==> config.mk <==
export PLATFORM = sky130hd
export DESIGN_NAME = laser_tx_scheduler_flat
export DESIGN_NICKNAME = d
export VERILOG_FILES = /design/src/rtl/laser_pkg.sv /design/src/rtl/laser_tx_scheduler_if.sv /design/src/rtl/laser_idle_timer.sv /design/src/rtl/laser_tx_scheduler.sv /design/src/flat_wrapper.sv
export SDC_FILE = /design/constraint.sdc
export NUM_CORES = 1
export LEC_CHECK = 0
export CAP_MARGIN = 25
export CORE_MARGIN = 4
export CORE_UTILIZATION = 30
export CTS_BUF_LIST = sky130_fd_sc_hd__clkbuf_2
export DETAILED_ROUTE_END_ITERATION = 8
export GPL_ROUTABILITY_DRIVEN = 0
export PLACE_DENSITY = 0.56
export SLEW_MARGIN = 25
export SYNTH_ARGS = -nofsm -noshare
export SYNTH_HDL_FRONTEND = slang
export SYNTH_SLANG_ARGS = --single-unit
==> constraint.sdc <==
create_clock -name clock -period 3.1 [get_ports clock]
set_input_delay 0.62 -clock clock [delete_from_list [all_inputs] [get_ports clock]]
set_output_delay 0.62 -clock clock [all_outputs]
set_load 0.1 [all_outputs]
==> src/rtl/laser_pkg.sv <==
// Shared state encoding and byte constants for the laser transmit scheduler.
// Defining LASER_TX_CHECKSUM_EN adds the CSUM state that closes each packet.
package laser_pkg;

  localparam logic [7:0] SYNC_BYTE = 8'hA5;
  localparam logic [7:0] PAD_BYTE  = 8'h00;
  localparam int         LANES     = 2;

  typedef enum logic [2:0] {
    IDLE  = 3'd0,
    SYNC  = 3'd1,
    FILL1 = 3'd2,
    FILL2 = 3'd3,
    SEND  = 3'd4
`ifdef LASER_TX_CHECKSUM_EN
    , CSUM = 3'd5
`endif
  } state_t;

  // States in which a lane pair is offered to the transmitter.
  function automatic logic is_presenting(input state_t s);
    logic p;
    p = (s == SYNC) || (s == SEND);
`ifdef LASER_TX_CHECKSUM_EN
    p = p || (s == CSUM);
`endif
    return p;
  endfunction

endpackage

==> src/rtl/laser_tx_scheduler_if.sv <==
// Host byte stream and dual-lane transmitter handshake of the scheduler.
// master = scheduler side, slave = host/transmitter side.
interface laser_tx_scheduler_if;
  logic [7:0] in_data;
  logic       in_valid;
  logic       in_ready;
  logic [7:0] tx_data1;
  logic [7:0] tx_data2;
  logic       tx_ready1;
  logic       tx_ready2;
  logic       tx_done;

  modport master (
    input  in_data, in_valid, tx_done,
    output in_ready, tx_data1, tx_data2, tx_ready1, tx_ready2
  );

  modport slave (
    output in_data, in_valid, tx_done,
    input  in_ready, tx_data1, tx_data2, tx_ready1, tx_ready2
  );
endinterface

==> src/rtl/laser_idle_timer.sv <==
// Counts cycles spent waiting for a host byte; expired flags the TIMEOUT-th
// consecutive idle cycle so the scheduler can pad instead of stalling.
module laser_idle_timer #(
  parameter int TIMEOUT = 255
) (
  input  logic clock,
  input  logic reset_n,
  input  logic restart,
  input  logic run,
  output logic expired
);

  localparam logic [15:0] LAST = 16'(TIMEOUT - 1);

  logic [15:0] count_reg;
  logic [15:0] count_next;

  assign expired = run && (count_reg == LAST);

  always_comb begin
    count_next = count_reg;
    if (restart) begin
      count_next = '0;
    end else if (run && !expired) begin
      count_next = count_reg + 16'd1;
    end
  end

  always_ff @(posedge clock or negedge reset_n) begin
    if (!reset_n) begin
      count_reg <= '0;
    end else begin
      count_reg <= count_next;
    end
  end

endmodule

==> src/rtl/laser_tx_scheduler.sv <==
// Packs host bytes into sync + PKT_PAIRS payload pairs for two laser lanes,
// padding on host timeout. LASER_TX_CHECKSUM_EN appends an XOR checksum pair.
module laser_tx_scheduler
  import laser_pkg::*;
#(
  parameter int PKT_PAIRS = 8,
  parameter int TIMEOUT   = 255
) (
  input  logic                 clock,
  input  logic                 reset_n,
  input  logic                 en,
  laser_tx_scheduler_if.master link,
  output logic                 busy,
  output logic                 pkt_done,
  output logic [15:0]          pkt_count
);

  localparam logic [8:0] PAIRS_LAST = 9'(PKT_PAIRS);

  state_t      state_reg, state_next;
  logic [7:0]  pair_cnt_reg, pair_cnt_next;
  logic        tx_ready_reg, tx_ready_next;
  logic        pkt_done_reg, pkt_done_next;
  logic [15:0] pkt_count_reg;

  logic        fill_state;
  logic        accept;
  logic        pair_done;
  logic        last_pair;
  logic        timed_out;
  logic        timer_restart;
  logic        tx_load;

  logic [LANES-1:0]      lane_we;
  logic [LANES-1:0][7:0] lane_load;
  logic [LANES-1:0][7:0] present_data;
  logic [LANES-1:0][7:0] tx_lane;
`ifdef LASER_TX_CHECKSUM_EN
  logic                  csum_clear;
`endif

  assign fill_state = (state_reg == FILL1) || (state_reg == FILL2);
  assign accept     = link.in_valid && fill_state;
  // A done pulse only counts once the pair has actually been offered.
  assign pair_done  = link.tx_done && tx_ready_reg;
  assign last_pair  = ({1'b0, pair_cnt_reg} + 9'd1) >= PAIRS_LAST;

  laser_idle_timer #(
    .TIMEOUT (TIMEOUT)
  ) u_idle_timer (
    .clock   (clock),
    .reset_n (reset_n),
    .restart (timer_restart),
    .run     (fill_state),
    .expired (timed_out)
  );

  always_ff @(posedge clock or negedge reset_n) begin
    if (!reset_n) begin
      state_reg     <= IDLE;
      pair_cnt_reg  <= '0;
      tx_ready_reg  <= 1'b0;
      pkt_done_reg  <= 1'b0;
      pkt_count_reg <= '0;
    end else begin
      state_reg     <= state_next;
      pair_cnt_reg  <= pair_cnt_next;
      tx_ready_reg  <= tx_ready_next;
      pkt_done_reg  <= pkt_done_next;
      if (pkt_done_next) begin
        pkt_count_reg <= pkt_count_reg + 16'd1;
      end
    end
  end

  always_comb begin
    state_next = state_reg;
    unique case (state_reg)
      IDLE:  if (en && link.in_valid) state_next = SYNC;
      SYNC:  if (pair_done) state_next = FILL1;
      FILL1: begin
        if (accept) begin
          state_next = FILL2;
        end else if (timed_out) begin
          state_next = SEND;
        end
      end
      FILL2: if (accept || timed_out) state_next = SEND;
      SEND: begin
        if (pair_done) begin
`ifdef LASER_TX_CHECKSUM_EN
          state_next = last_pair ? CSUM : FILL1;
`else
          state_next = last_pair ? IDLE : FILL1;
`endif
        end
      end
`ifdef LASER_TX_CHECKSUM_EN
      CSUM:  if (pair_done) state_next = IDLE;
`endif
      default: state_next = IDLE;
    endcase
  end

  always_comb begin
    lane_we       = '0;
    lane_load     = '0;
    pair_cnt_next = pair_cnt_reg;
    tx_ready_next = is_presenting(state_reg) && !pair_done;
    tx_load       = is_presenting(state_reg) && !tx_ready_reg;
    pkt_done_next = (state_reg != IDLE) && (state_next == IDLE);
    timer_restart = accept ||
                    ((state_next != state_reg) &&
                     ((state_next == FILL1) || (state_next == FILL2)));
`ifdef LASER_TX_CHECKSUM_EN
    csum_clear    = 1'b0;
`endif
    case (state_reg)
      SYNC: begin
        if (pair_done) begin
          pair_cnt_next = '0;
`ifdef LASER_TX_CHECKSUM_EN
          csum_clear    = 1'b1;
`endif
        end
      end
      FILL1: begin
        if (accept) begin
          lane_we[0]   = 1'b1;
          lane_load[0] = link.in_data;
        end else if (timed_out) begin
          lane_we      = '1;
          lane_load[0] = PAD_BYTE;
          lane_load[1] = PAD_BYTE;
        end
      end
      FILL2: begin
        if (accept) begin
          lane_we[1]   = 1'b1;
          lane_load[1] = link.in_data;
        end else if (timed_out) begin
          lane_we[1]   = 1'b1;
          lane_load[1] = PAD_BYTE;
        end
      end
      SEND: if (pair_done) pair_cnt_next = pair_cnt_reg + 8'd1;
      default: ;
    endcase
  end

  for (genvar gi = 0; gi < LANES; gi++) begin : g_lane
    logic [7:0] data_reg;
    logic [7:0] tx_reg;

    always_ff @(posedge clock or negedge reset_n) begin
      if (!reset_n) begin
        data_reg <= '0;
      end else if (lane_we[gi]) begin
        data_reg <= lane_load[gi];
      end
    end

`ifdef LASER_TX_CHECKSUM_EN
    logic [7:0] csum_reg;

    // Pads are folded in as well, so the checksum covers every payload byte sent.
    always_ff @(posedge clock or negedge reset_n) begin
      if (!reset_n) begin
        csum_reg <= '0;
      end else if (csum_clear) begin
        csum_reg <= '0;
      end else if (lane_we[gi]) begin
        csum_reg <= csum_reg ^ lane_load[gi];
      end
    end

    assign present_data[gi] = (state_reg == SYNC) ? SYNC_BYTE :
                              (state_reg == CSUM) ? csum_reg  : data_reg;
`else
    assign present_data[gi] = (state_reg == SYNC) ? SYNC_BYTE : data_reg;
`endif

    // Captured once as tx_ready rises, then frozen until the pair is done.
    always_ff @(posedge clock or negedge reset_n) begin
      if (!reset_n) begin
        tx_reg <= '0;
      end else if (tx_load) begin
        tx_reg <= present_data[gi];
      end
    end

    assign tx_lane[gi] = tx_reg;
  end

  assign link.in_ready  = fill_state;
  assign link.tx_data1  = tx_lane[0];
  assign link.tx_data2  = tx_lane[1];
  assign link.tx_ready1 = tx_ready_reg;
  assign link.tx_ready2 = tx_ready_reg;
  assign busy           = (state_reg != IDLE);
  assign pkt_done       = pkt_done_reg;
  assign pkt_count      = pkt_count_reg;

endmodule

==> src/flat_wrapper.sv <==
// flat-port wrapper written by rule: the top's interface ports become plain ports
module laser_tx_scheduler_flat import laser_pkg::*;
#(
  parameter int PKT_PAIRS = 8,
  parameter int TIMEOUT   = 255
)
  (clock, reset_n, en, busy, pkt_done, pkt_count, link_in_data, link_in_valid, link_tx_done, link_in_ready, link_tx_data1, link_tx_data2, link_tx_ready1, link_tx_ready2);
  laser_tx_scheduler_if link_i ();
  input  logic clock;
  input  logic reset_n;
  input  logic en;
  output logic busy;
  output logic pkt_done;
  output logic [15:0] pkt_count;
  input wire logic [$bits(link_i.in_data)-1:0] link_in_data;
  input wire logic [$bits(link_i.in_valid)-1:0] link_in_valid;
  input wire logic [$bits(link_i.tx_done)-1:0] link_tx_done;
  output wire logic [$bits(link_i.in_ready)-1:0] link_in_ready;
  output wire logic [$bits(link_i.tx_data1)-1:0] link_tx_data1;
  output wire logic [$bits(link_i.tx_data2)-1:0] link_tx_data2;
  output wire logic [$bits(link_i.tx_ready1)-1:0] link_tx_ready1;
  output wire logic [$bits(link_i.tx_ready2)-1:0] link_tx_ready2;
  assign link_i.in_data = link_in_data;
  assign link_i.in_valid = link_in_valid;
  assign link_i.tx_done = link_tx_done;
  assign link_in_ready = link_i.in_ready;
  assign link_tx_data1 = link_i.tx_data1;
  assign link_tx_data2 = link_i.tx_data2;
  assign link_tx_ready1 = link_i.tx_ready1;
  assign link_tx_ready2 = link_i.tx_ready2;
  laser_tx_scheduler #(.PKT_PAIRS(PKT_PAIRS), .TIMEOUT(TIMEOUT)) u_core (.clock(clock), .reset_n(reset_n), .en(en), .link(link_i), .busy(busy), .pkt_done(pkt_done), .pkt_count(pkt_count));
endmodule
# Word-level counts from Yosys, hierarchy flattened
# Cells that the tools add are included.
word_totals:
  reg_bits: 77
  input_bits: 13
  output_inout_bits: 37
  elab_cells: 73
op_classes:
  addsub: 4
  order_cmp: 1
  eq_ne: 10
  n_mux: 25
  n_reduce_logical: 23
op_table:
  columns: ["cell", "count"]
  rows:
  - ["8-bit two-way mux", 7]
  - ["16-bit by 1-bit adder with 16-bit output (second input constant)", 2]
  - ["16-bit two-way mux", 2]
  - ["3-bit two-way mux", 6]
  - ["16-bit by 8-bit equality test with 1-bit output (second input constant)", 1]
  - ["8-bit case mux with 2 select lines", 1]
  - ["3-bit case mux with 5 select lines", 1]
  - ["3-bit by 2-bit equality test with 1-bit output (second input constant)", 4]
  - ["8-bit by 1-bit adder with 9-bit output (second input constant)", 1]
  - ["9-bit by 4-bit >= comparator with 1-bit output (second input constant)", 1]
  - ["1-bit logical AND", 9]
  - ["8-bit by 1-bit adder with 8-bit output (second input constant)", 1]
  - ["3-bit logical NOT", 2]
  - ["1-bit logical OR", 5]
  - ["1-bit two-way mux", 5]
  - ["2-bit two-way mux", 2]
  - ["2-bit by 1-bit != test with 1-bit output (second input constant)", 2]
  - ["2-bit nonzero test", 2]
  - ["3-bit by 1-bit equality test with 1-bit output (second input constant)", 1]
  - ["3-bit equality test (second input constant)", 1]
  - ["1-bit logical NOT", 3]
  - ["3-bit != test", 1]
  - ["3-bit AND reduction", 1]
  - ["3-bit nonzero test", 1]
  - ["1-bit case mux with 2 select lines", 1]

# Longest topological paths before layout
logic_depth:
  depth_word: 11
  depth_mapped: 8
  ltp_nobuf: 7

# Modules after synthesis
# A second synthesis with hierarchy kept.
hier_totals:
  cells_unflattened: 371
  hier_area_um2: 3776.1
modules_own_cells:
  columns: ["module", "instances", "cells_per_inst", "area_each_um2", "seq_area_each_um2"]
  rows:
  - ["laser_tx_scheduler", 1, 278, 2842.7, 1526.5]
  - ["laser_idle_timer", 1, 93, 933.4, 400.4]

# Worst setup path before layout
# OpenSTA, ideal clock, no wires.
synth_path:
  path_kind: "register -> register"
  from: "register u_core.tx_ready_reg (netlist: u_core.link.tx_ready1)"
  to: "register u_core.u_idle_timer.count_reg[10]"
  setup_time_ns: 0.132
  arrival_time_ns: 2.664
  t_required_ns: 2.968
  path_slack_ns: 0.304
  stages_incl_launch_ff: 7
  n_path_buf: 1
  synth_period_minus_slack_ns: 2.796
  cell_sequence: "dfrtp_1 > nand3b_1 > or3_1 > a221oi_1 > a221o_1 > clkbuf_1 > nor2_1"
synth_between:
  elab_chain_cells: 8
  word_cells_on_any_way: 12
  classes_between: "eq/ne: 3; mux: 4; reduce/logical: 5"
synth_rtl:
  columns: ["element", "line", "rtl"]
  rows:
  - ["start, declared", "laser_tx_scheduler.sv:22", "logic tx_ready_reg, tx_ready_next;"]
  - ["start signal, assigned", "laser_tx_scheduler.sv:68", "tx_ready_reg <= tx_ready_next;"]
  - ["1-bit logical AND *", "laser_tx_scheduler.sv:45", "assign pair_done = link.tx_done && tx_ready_reg;"]
  - ["3-bit two-way mux (on tied branches)", "laser_tx_scheduler.sv:90, laser_tx_scheduler.sv:80", null]
  - ["3-bit case mux with 5 select lines *", "laser_tx_scheduler.sv:78", "unique case (state_reg)"]
  - ["3-bit by 2-bit equality test with 1-bit output", "laser_tx_scheduler.sv:114", "((state_next == FILL1) || (state_next == FILL2)));"]
  - ["1-bit logical OR", "laser_tx_scheduler.sv:114", null]
  - ["1-bit logical AND *", "laser_tx_scheduler.sv:113", "((state_next != state_reg) &&"]
  - ["1-bit logical OR *", "laser_tx_scheduler.sv:112", "timer_restart = accept ||"]
  - ["16-bit two-way mux or 2-bit nonzero test (tied branches)", null, null]
  - ["end signal, assigned", "laser_idle_timer.sv:33", "count_reg <= count_next;"]
  - ["end, declared", "laser_idle_timer.sv:15", "logic [15:0] count_reg;"]
# Every way passes the cells marked *; elsewhere a longest branch is shown, timed or not.
# A chain may end at the register's enable or synchronous reset.

# Worst setup path after layout
layout_path:
  from: "register u_core.state_reg[1]"
  to: "output port link_in_ready"
layout_between:
  elab_chain_cells: 2
  word_cells_on_any_way: 3
  classes_between: "eq/ne: 2; reduce/logical: 1"
layout_rtl:
  columns: ["element", "line", "rtl"]
  rows:
  - ["start, declared", "laser_tx_scheduler.sv:20", "state_t state_reg, state_next;"]
  - ["start signal, assigned", "laser_tx_scheduler.sv:66", "state_reg <= state_next;"]
  - ["3-bit by 2-bit equality test with 1-bit output", "laser_tx_scheduler.sv:42", "assign fill_state = (state_reg == FILL1) || (state_reg == FILL2);"]
  - ["1-bit logical OR *", "laser_tx_scheduler.sv:42", null]
  - ["end, declared", "flat_wrapper.sv:18", "output wire logic [$bits(link_i.in_ready)-1:0] link_in_ready;"]
# Marks and branches as above.

==> Flow_metrics.wiki <==
{| class="wikitable"
! Metric !! Value
|-
| Status || finished, final reports clean
|-
| Skew-Pair Late Insertion Delay || 0.56 ns
|-
| Placed Instance Area || 4330 um^2
|-
| Critical-path maximum fanout || 13
|-
| Worst Path Arrival || 2.02 ns
|-
| Setup repair after global routing missed its margin || false
|-
| Post-synthesis instance area || 3730 um^2
|-
| Core region area || 12100 um^2
|-
| Number of sinks handled by clock tree synthesis || 77
|-
| Max stage delay on crit path || 0.55 ns
|-
| Total gr overflow || 0
|-
| Number of I/O pins || 50
|-
| Final design area excluding fillers || 4430 um^2
|-
| Type of the setup path with the least slack || flop to output pin
|-
| PwrDens || 982 nW/um^2
|-
| Synthesized instance count || 379
|-
| Commonest non-fill, non-tap cell in the layout || sky130_fd_sc_hd__dfrtp_1
|-
| Type of origin of the critical path || flop
|-
| Max-cap violation count || 0
|-
| CP max stage cell || sky130_fd_sc_hd__dfrtp_1
|-
| Number of buffers added by the clock tree synthesis step || 9
|-
| Cell chain of the critical path || nand2_1 -> clkinv_1 -> buf_4
|-
| Router iterations before antenna repair || 4
|-
| EDFF count, synth || 0
|-
| Wire length on met3 || 382 um
|-
| Pin slew with the least headroom to its limit || between 0.8 and 0.9 ns
|-
| Clock root cell || sky130_fd_sc_hd__clkbuf_2
|-
| Maximum clock skew at final layout || 0.0403 ns
|-
| Via-per-instance ratio || 5.00
|-
| Crit path max-delay family || buffers and inverters
|-
| Count of routing violations after the opening detailed-route iteration || 186
|-
| Via total after detailed routing || 3019
|-
| Initial cell density of the core || 0.308
|-
| Synthesis Warnings || 0
|-
| Synthesized area per cell || 9.84 um^2
|-
| Number of antenna violations at the first check in global routing || 0
|-
| Nets in the synthesized netlist || 397
|-
| DIE WIDTH || approximately 120 um
|-
| Relative area change from synthesis to final layout || 18.7%
|-
| Post-CTS Setup Inserts || 0
|-
| Port Buffer Count || 49
|-
| Fraction of layout cells with a size suffix above 1 || 0.154
|-
| Ranking of synthesized cells by area || sky130_fd_sc_hd__dfrtp_1 52%, sky130_fd_sc_hd__xnor2_1 5.9%, sky130_fd_sc_hd__nand2_1 4.7%, sky130_fd_sc_hd__o21ai_0 4.4%, sky130_fd_sc_hd__a22o_1 4.0%
|-
| First-pass GRT wire length || 15.2 mm
|-
| Kind of end point of the critical path || output pin
|-
| Pin count of the biggest net entering global routing || 78
|-
| Clock period minus final worst setup slack || 2.64 ns
|-
| Static Leakage || 1.92 nW
|-
| Max-slew violation total from the final report || 0
|-
| Vertical die dimension || between 100 and 150 um
|-
| Number of antenna diodes || 0
|-
| Die Outline Area || between 10000 and 15000 um^2
|-
| Worst hold slack || 0.0682 ns
|-
| Fraction of synthesized cell area taken by the top area cell type || 0.517
|-
| VDD IR-drop max || 0.298 mV
|-
| Clock tree from TritonCTS || yes
|-
| Met1 WL || 4.50 mm
|-
| Most frequent cells in the layout || 77 x sky130_fd_sc_hd__dfrtp_1, 47 x sky130_fd_sc_hd__nand2_1, 44 x sky130_fd_sc_hd__buf_4
|-
| Number of rows in the core area || 40
|-
| CTS resizes || 0
|-
| Htree depth || 3
|-
| Post-detailed-route wirelength per cell || 14.9 um
|-
| Met2 WL || 3.92 mm
|-
| Maximum root-to-sink buffer count || 2
|-
| Tightest Hold Check Type || input port to async pin
|-
| Post-synthesis sequential element count || 77
|-
| Total Power || roughly 4.3 mW
|-
| Setup-violating endpoint count in the final report || 0
|-
| Hold buffers post-CTS || 0
|-
| Seq/Total Area, Yosys || 0.517
|-
| Slew Limit Headroom || 0.408
|-
| Clock slew seen by the registers of the worst setup and hold paths || 0.25 ns
|-
| Count of buffer and inverter cells on the critical path || 2
|-
| Fmax || 0.378 GHz
|-
| Setup total negative slack || 0 ns
|-
| Total number of nets in the final design || 449
|-
| Share of synthesized registers carrying an async set or reset || 1.00
|-
| Top routing layer used || met4
|-
| Vias in the first global route || between 2k and 3k
|-
| Final routed wirelength across all metal layers || 9.00 mm
|-
| Fillcell total || between 1k and 1.5k
|-
| Number of distinct standard cells referenced by the synthesized netlist || 49
|-
| Routed Antenna Nets || 0
|-
| Aggregate global-route resource usage || 0.133
|-
| Crit path required time || 2.48 ns
|-
| Final period utilization || 0.852
|-
| Library cell occupying the most area in the post-synthesis netlist || sky130_fd_sc_hd__dfrtp_1
|-
| DRC violations left || 0
|-
| Hold violation count in the final report || 0
|-
| Sum of net half-perimeters after detailed placement || roughly 6 mm
|-
| Dominant synthesized flop cell || sky130_fd_sc_hd__dfrtp_1
|}
[cells by family (layout without fill, tap and decap cells)]
family,after synthesis,after routing,share of synthesized area
AO/OA/AOI/OAI,72,72,0.129
XOR/XNOR,30,30,0.0705
adder cells (fa/ha/maj),5,5,0.0168
buffers and inverters,25,82,0.0265
flip-flops,77,77,0.517
multiplexers,2,2,0.00570
AND/OR/NAND/NOR,168,168,0.235
[power by group]
group	leakage, nW	switching (mW)	internal [mW]
Combinational	0.844	1.73	0.569
Sequential	1.01	0.263	1.28
Clock	0.0589	0.387	0.114
[metrics by stage]
stage | setup slack [ns] | util | cells
floorplan | 0.304 | - | 379
finish | 0.458 | 0.365 | 604
global route | 0.272 | 0.365 | 604
detailed placement | 0.359 | 0.357 | 588
CTS | 0.387 | 0.365 | 604
global placement | 0.416 | 0.357 | 588
[cells in the mapped netlist, types with 2 or more instances]
cell type and instances:
sky130_fd_sc_hd__nor2_1 34, sky130_fd_sc_hd__nor4_1 9, sky130_fd_sc_hd__nor4b_1 3, sky130_fd_sc_hd__xnor2_1 25
sky130_fd_sc_hd__o31ai_1 2, sky130_fd_sc_hd__xor2_1 5, sky130_fd_sc_hd__a21o_1 2, sky130_fd_sc_hd__ha_1 5
sky130_fd_sc_hd__a31oi_1 3, sky130_fd_sc_hd__nand2_1 47, sky130_fd_sc_hd__nor3_1 9, sky130_fd_sc_hd__nand3_1 18
sky130_fd_sc_hd__a21oi_1 4, sky130_fd_sc_hd__nand2b_1 2, sky130_fd_sc_hd__nand4_1 17, sky130_fd_sc_hd__clkbuf_1 13
sky130_fd_sc_hd__and4_1 2, sky130_fd_sc_hd__or4_1 5, sky130_fd_sc_hd__nand3b_1 2, sky130_fd_sc_hd__and3_1 7
sky130_fd_sc_hd__a22o_1 17, sky130_fd_sc_hd__a221o_1 2, sky130_fd_sc_hd__or3_1 4, sky130_fd_sc_hd__dfrtp_1 77
sky130_fd_sc_hd__inv_1 9, sky130_fd_sc_hd__o21ai_0 33
[final cells by class]
cell class	instances	area (um^2)	area share
repair buffers	56	452	0.102
flip-flops and latches	77	1930	0.435
inverters	10	37.5	0.00848
clock buffers	10	50.0	0.0113
well taps	168	210	0.0475
multi-input cells	277	1700	0.385
clock inverters	6	46.3	0.0105
[worst paths after layout]
check	startpoint	to	slack [ns]	cells past startpoint
max	u_core.state_reg[1]	link_in_ready	0.46	3
min in group clock	u_core.pkt_count[15]	u_core.pkt_count[15]	0.50	1
max reg2reg	u_core.u_idle_timer.count_reg[0]	u_core.pkt_count[1]	0.47	7
min reg2reg	u_core.pkt_count[15]	u_core.pkt_count[15]	0.50	1
max in group asynchronous	reset_n	u_core.u_idle_timer.count_reg[2]	2.55	1
min	reset_n	u_core.g_lane[0].data_reg[5]	0.07	1
[layer usage]
layer | global-route usage | vias to the layer above
li1 | - | 1470
met1 | 0.191 | 1467
met2 | 0.191 | 67
met3 | 0.0328 | 15
met4 | 0.0558 | 0
met5 | 0 | -
Note: power is estimated with default switching activity, not from simulation.
